<file path="src/rtl/multicycle_alu.sv">
// Multicycle ALU: single-cycle logic/add ops plus iterative shift-add MUL.
// Define ALU_DIVIDER_EN to make DIV an iterative restoring divider (else DIV is A>>1).
module multicycle_alu #(
  parameter int unsigned WIDTH = 16
) (
  input  logic             Clock,
  input  logic             Reset,
  input  logic             Start,
  input  logic [2:0]       Operation,
  input  logic [WIDTH-1:0] BusA,
  input  logic [WIDTH-1:0] BusB,
  output logic [WIDTH-1:0] BusC,
  output logic             Busy,
  output logic             Done,
  output logic             FlagZ,
  output logic             FlagC,
  output logic             FlagV,
  output logic             FlagDZ
);

  localparam int unsigned CntW = $clog2(WIDTH + 1);
  localparam int unsigned DW   = 2 * WIDTH;

  localparam logic [2:0] OpClr  = 3'b000;
  localparam logic [2:0] OpPass = 3'b001;
  localparam logic [2:0] OpAnd  = 3'b010;
  localparam logic [2:0] OpShl  = 3'b011;
  localparam logic [2:0] OpAdd  = 3'b100;
  localparam logic [2:0] OpSub  = 3'b101;
  localparam logic [2:0] OpMul  = 3'b110;
  localparam logic [2:0] OpDiv  = 3'b111;

  typedef enum logic [0:0] {IDLE, ITER} stateT;

  stateT            state, nextState;
  logic [CntW-1:0]  cnt, nextCnt;
  logic [DW-1:0]    prod, nextProd;   // MUL: {hi, lo/multiplier}; DIV: {remainder, quotient}
  logic [WIDTH-1:0] opnd, nextOpnd;   // MUL: multiplicand; DIV: divisor
  logic [WIDTH-1:0] nextBusC;
  logic             nextBusy, nextDone, nextZ, nextC, nextV;
  logic [WIDTH:0]   addSum, mulSum;
  logic [DW-1:0]    mulStep, iterStep;
  logic             isIterOp, lastIter;

`ifdef ALU_DIVIDER_EN
  logic             isDiv, nextIsDiv, nextDz;
  logic [WIDTH:0]   divShift;
  logic [WIDTH-1:0] divDiff;
  logic             divFits;
  logic [DW-1:0]    divStep;
`endif

  // One iteration of each iterative datapath
  always_comb begin
    addSum  = {1'b0, BusA} + {1'b0, BusB};
    mulSum  = {1'b0, prod[DW-1:WIDTH]} + (prod[0] ? {1'b0, opnd} : '0);
    mulStep = {mulSum, prod[WIDTH-1:1]};
`ifdef ALU_DIVIDER_EN
    divShift = {prod[DW-1:WIDTH], prod[WIDTH-1]};
    divFits  = divShift >= {1'b0, opnd};
    divDiff  = divShift[WIDTH-1:0] - opnd;
    divStep  = {(divFits ? divDiff : divShift[WIDTH-1:0]), prod[WIDTH-2:0], divFits};
    iterStep = isDiv ? divStep : mulStep;
    isIterOp = (Operation == OpMul) || (Operation == OpDiv);
`else
    iterStep = mulStep;
    isIterOp = (Operation == OpMul);
`endif
    lastIter = (cnt == CntW'(WIDTH - 1));
  end

  // Next-state and registered-output logic
  always_comb begin
    nextState = state;
    nextCnt   = cnt;
    nextProd  = prod;
    nextOpnd  = opnd;
    nextBusC  = BusC;
    nextBusy  = Busy;
    nextDone  = 1'b0;
    nextZ     = FlagZ;
    nextC     = FlagC;
    nextV     = FlagV;
`ifdef ALU_DIVIDER_EN
    nextIsDiv = isDiv;
    nextDz    = FlagDZ;
`endif
    case (state)
      IDLE: begin
        if (Start) begin
          nextCnt = '0;
          if (isIterOp) begin
            nextState = ITER;
            nextBusy  = 1'b1;
            nextProd  = {WIDTH'(0), BusB};
            nextOpnd  = BusA;
`ifdef ALU_DIVIDER_EN
            nextIsDiv = (Operation == OpDiv);
            if (Operation == OpDiv) begin
              nextProd = {WIDTH'(0), BusA};
              nextOpnd = BusB;
            end
`endif
          end else begin
            nextDone = 1'b1;
            nextBusC = '0;
            nextZ    = 1'b0;
            nextC    = 1'b0;
            nextV    = 1'b0;
`ifdef ALU_DIVIDER_EN
            nextDz   = 1'b0;
`endif
            case (Operation)
              OpAdd: begin
                nextBusC = addSum[WIDTH-1:0];
                nextC    = addSum[WIDTH];
              end
              OpSub: begin
                nextBusC = BusA - BusB;
                nextC    = BusA < BusB;
                nextZ    = (BusA == '0);
              end
              OpPass: begin
                nextBusC = BusB;
                nextZ    = (BusA == '0);
              end
              OpAnd:   nextBusC = BusA & BusB;
              OpShl:   nextBusC = BusA << 2;
`ifndef ALU_DIVIDER_EN
              OpDiv:   nextBusC = BusA >> 1;
`endif
              default: nextBusC = '0;
            endcase
          end
        end
      end
      ITER: begin
        nextProd = iterStep;
        nextCnt  = cnt + CntW'(1);
        if (lastIter) begin
          nextState = IDLE;
          nextBusy  = 1'b0;
          nextDone  = 1'b1;
          nextBusC  = iterStep[WIDTH-1:0];
          nextZ     = 1'b0;
          nextC     = 1'b0;
`ifdef ALU_DIVIDER_EN
          nextV     = !isDiv && (mulStep[DW-1:WIDTH] != '0);
          nextDz    = isDiv && (opnd == '0);
`else
          nextV     = (mulStep[DW-1:WIDTH] != '0);
`endif
        end
      end
      default: nextState = IDLE;
    endcase
  end

  // State and output registers; synchronous reset has priority over Start
  always_ff @(posedge Clock) begin
    if (Reset) begin
      state <= IDLE;
      cnt   <= '0;
      prod  <= '0;
      opnd  <= '0;
      BusC  <= '0;
      Busy  <= 1'b0;
      Done  <= 1'b0;
      FlagZ <= 1'b0;
      FlagC <= 1'b0;
      FlagV <= 1'b0;
`ifdef ALU_DIVIDER_EN
      isDiv  <= 1'b0;
      FlagDZ <= 1'b0;
`endif
    end else begin
      state <= nextState;
      cnt   <= nextCnt;
      prod  <= nextProd;
      opnd  <= nextOpnd;
      BusC  <= nextBusC;
      Busy  <= nextBusy;
      Done  <= nextDone;
      FlagZ <= nextZ;
      FlagC <= nextC;
      FlagV <= nextV;
`ifdef ALU_DIVIDER_EN
      isDiv  <= nextIsDiv;
      FlagDZ <= nextDz;
`endif
    end
  end

`ifndef ALU_DIVIDER_EN
  assign FlagDZ = 1'b0;
`endif

endmodule
</file>
<file path="config.mk">
export PLATFORM = sky130hd
export DESIGN_NAME = multicycle_alu
export DESIGN_NICKNAME = d
export VERILOG_FILES = /design/src/rtl/multicycle_alu.sv
export SDC_FILE = /design/constraint.sdc
export NUM_CORES = 1
export LEC_CHECK = 0
export ABC_CLOCK_PERIOD_IN_PS = 7200
export BUFFER_PORTS_ARGS = -buffer_cell sky130_fd_sc_hd__buf_2
export CAP_MARGIN = 20
export CORE_UTILIZATION = 50
export CTS_CLUSTER_SIZE = 25
export DETAILED_ROUTE_END_ITERATION = 12
export GPL_ROUTABILITY_DRIVEN = 0
export PLACE_DENSITY = 0.74
export SLEW_MARGIN = 20
export SYNTH_ARGS = -nofsm -noshare
export SYNTH_HDL_FRONTEND = slang
export SYNTH_SLANG_ARGS = --single-unit
</file>
<file path="constraint.sdc">
create_clock -name Clock -period 7.2 [get_ports Clock]
set_input_delay 0.36 -clock Clock [delete_from_list [all_inputs] [get_ports Clock]]
set_output_delay 0.36 -clock Clock [all_outputs]
set_load 0.01 [all_outputs]
</file>
==> flow_metrics.tcl <==
set metrics [dict create \
    status "complete, no violations" \
    cts_tree "done" \
    drt-pass1-iter-count 8 \
    vias 6571 \
    cp.arrival_ns 3.53 \
    min_period_ns 3.31 \
    layout_common_cells "nor2_1 (114), a21oi_1 (101), dfxtp_1 (74)" \
    fin_crit_sh_pct 46.0 \
    seq_area_frac_synth_pct 23.8 \
    grt_max_degree 72 \
    mostFrequentLayoutCell "nor2_1" \
    p_total_w 0.00112 \
    tns_ns 0 \
    cts.clk_slew.worst_paths_ns 0.06 \
    peakVddDrop_mv 0.132 \
    dieArea_mm2 0.0131 \
    path_cells "and2_1, ha_1, inv_1, fa_1, nor2b_2, o31ai_2, a211oi_1, o21a_1, o2111ai_1, nor4_1, nand3b_1, o31a_1" \
    vias_per_cell 6.19 \
    h-tree-depth 3 \
    power_leakage_nw 2.99 \
    cp_top_family "compound AO/OA/AOI/OAI gates" \
    yosys.cell_types.count 76 \
    hpwl_mm 13.5 \
    power.density_mw_per_mm2 163 \
    finalClockSkew_ns 0.00755 \
    power.share.clock_pct 37.2 \
    syn2layout_area_growth_pct 9.34 \
    clockBufferDepth 2 \
    drv_cap 0 \
    grt_pass1_vias 5972 \
    worstPathMaxFanout 17 \
    hold_ws_ns 0.329 \
    power_frac_comb_pct 23.8 \
    hold_viol 0 \
    pre_cts_ws_ns 3.93 \
    ys.flop_type "dfxtp_1" \
    critPathLaunchType "flip-flop" \
    synth_area_mm2 0.00631 \
    clk_latency_ns 0.33 \
    cp_slowest_stage_delay_ns 0.56 \
    avgSynthCellArea_um2 7.27 \
    endpoint_kind "flip-flop" \
    cp_slowest_cell "dfxtp_1" \
    antenna_found_initial 0 \
    synth_nets 958 \
    synth_top_cell_by_area "dfxtp_1" \
    drtAntennaViolNets 0 \
    rows 40 \
    drive_above_1_share_pct 10.9 \
    seq_power_share_pct 38.9 \
    grt_overflow_total 0 \
    rsz0062_at_grt "no" \
    cp.buffers_inverters 1 \
    yosys-top-cells-area "dfxtp_1 (24%), ha_1 (9.9%), a21oi_1 (8.0%)" \
    postCtsHoldBufs 0 \
    relSlewSlack_pct 32.4 \
    cts_setup_buffers 0 \
    grt_use_total_pct 29.3 \
    layout_setup_ws_ns 3.89 \
    whs_endpoint "opnd[0]" \
    switching_power_w 0.000346 \
    worst-setup-path-type "flip-flop to flip-flop" \
    drc 0 \
    coreArea_mm2 0.0122 \
    synth_edf_count 0 \
    numClockSinks 75 \
    drt_iter0_markers 578 \
    required_ns 7.42 \
    async_reset_ff_share_pct 0 \
    drv_slew 0 \
    dieHeight_um 114 \
    start_util_pct 51.9 \
    nets 979 \
    ctsResizeCount 0 \
    yosys.area.top_type_share_pct 23.8 \
    final_core_util_pct 56.7 \
    reg2reg_depth 12 \
    port_buffers 58 \
    diodes 0 \
    cts-root-buf "clkbuf_16" \
    rr_startpoint "prod[0]" \
    sw_frac_of_total_pct 30.8 \
    syn_inst 867 \
    cts_buffers 9 \
    wl_mm 18.6 \
    grt_pass1_wl_mm 30.2 \
    min-delay-start "BusA[0]" \
    rrSetupSlack_ns 3.89 \
    wl_per_cell_um 17.6 \
    ys_warn_count 0 \
    worst_pin_slew_ns 1.01 \
    reg2reg_to "FlagV" \
    ioPinCount 60 \
    internal_power_w 0.000775 \
    synth-seq-cells 75 \
    chipWidth_um 114 \
    hp-class "primary input to flip-flop" \
    holdPathStages 3 \
    max_freq_mhz 302 \
    setup_violations 0 \
]
metal layers:
layer | up-vias | GRT usage (%) | routed length, µm
met4 | 0 | 9.44 | 459
met5 | - | 0 | 0
li1 | 3169 | - | -
met3 | 37 | 5.19 | 1570
met2 | 306 | 44.2 | 8030
met1 | 3059 | 42.0 | 8580
registers in the layout (all words and copies together), names as in the netlist:
signal	count
FlagC	1
cnt	5
state	1
BusC	16
prod	32
FlagZ	1
Busy	1
opnd	16
FlagV	1
Done	1
power by group through the flow:
| stage | registers, W | logic [W] | clock network (W) |
|---|---|---|---|
| after floorplan | 0.000447 | 0.000180 | 0 |
| after global placement | 0.000445 | 0.000257 | 0 |
| after detailed placement | 0.000445 | 0.000258 | 0 |
| after CTS | 0.000436 | 0.000260 | 0.000421 |
| after global routing | 0.000438 | 0.000290 | 0.000440 |
| final | 0.000436 | 0.000267 | 0.000417 |
layout make-up:
class | instances | area [µm²]
timing repair buffer | 64 | 335
clock inverter | 2 | 10.0
multi-input combinational | 692 | 4400
sequential | 75 | 1500
clock buffer | 14 | 264
tap | 168 | 210
inverter | 46 | 173
fill | 1211 | 5270
kinds of logic (layout without fill, tap and decap cells):
family	Yosys count	after routing	synth area share [%]
AND/OR/NAND/NOR	328	328	24.7
AO/OA/AOI/OAI	277	277	29.1
buffers and inverters	100	126	6.49
flip-flops	75	75	23.8
adder cells (fa/ha/maj)	53	53	10.9
multiplexers	17	17	2.72
XOR/XNOR	16	16	2.22
other	1	1	0.0595
stage by stage:
stage               instances  instance area [µm²]
finish                   1061                 6900
detailed placement       1045                 6620
global placement         1045                 6620
floorplan                 867                 6310
global route             1061                 6900
CTS                      1061                 6900
synthesized netlist by cell type (all sizes together) (7+ instances only):
cell type	n
nor4	9
xnor2	10
ha	50
a311oi	9
a22oi	8
nor3	22
o21a	16
mux2i	16
a211oi	10
and2	20
dfxtp	75
a221oi	12
buf	18
a31oi	12
nand3	21
o21ai	41
or3	7
and3	26
clkbuf	36
inv	44
a21oi	104
a21o	11
nand2b	9
nor2b	11
nor2	115
nand2	72
tightest hold or removal path: stages:
cell	delay [ns]
buf_2	0.14
nand2_1	0.06
a21oi_1	0.05
worst max path at each step:
stage,startpoint,end,slack (ns),depth (start not counted)
2_1_floorplan,prod[0],FlagV,4.50,11
3_3_place_gp,prod[0],FlagV,4.05,12
3_5_place_dp,prod[0],FlagV,3.93,12
4_1_cts,prod[0],FlagV,3.91,12
5_1_grt,prod[0],FlagV,3.52,12
6_report,prod[0],FlagV,3.89,12
Note: power is estimated with default switching activity, not from simulation.
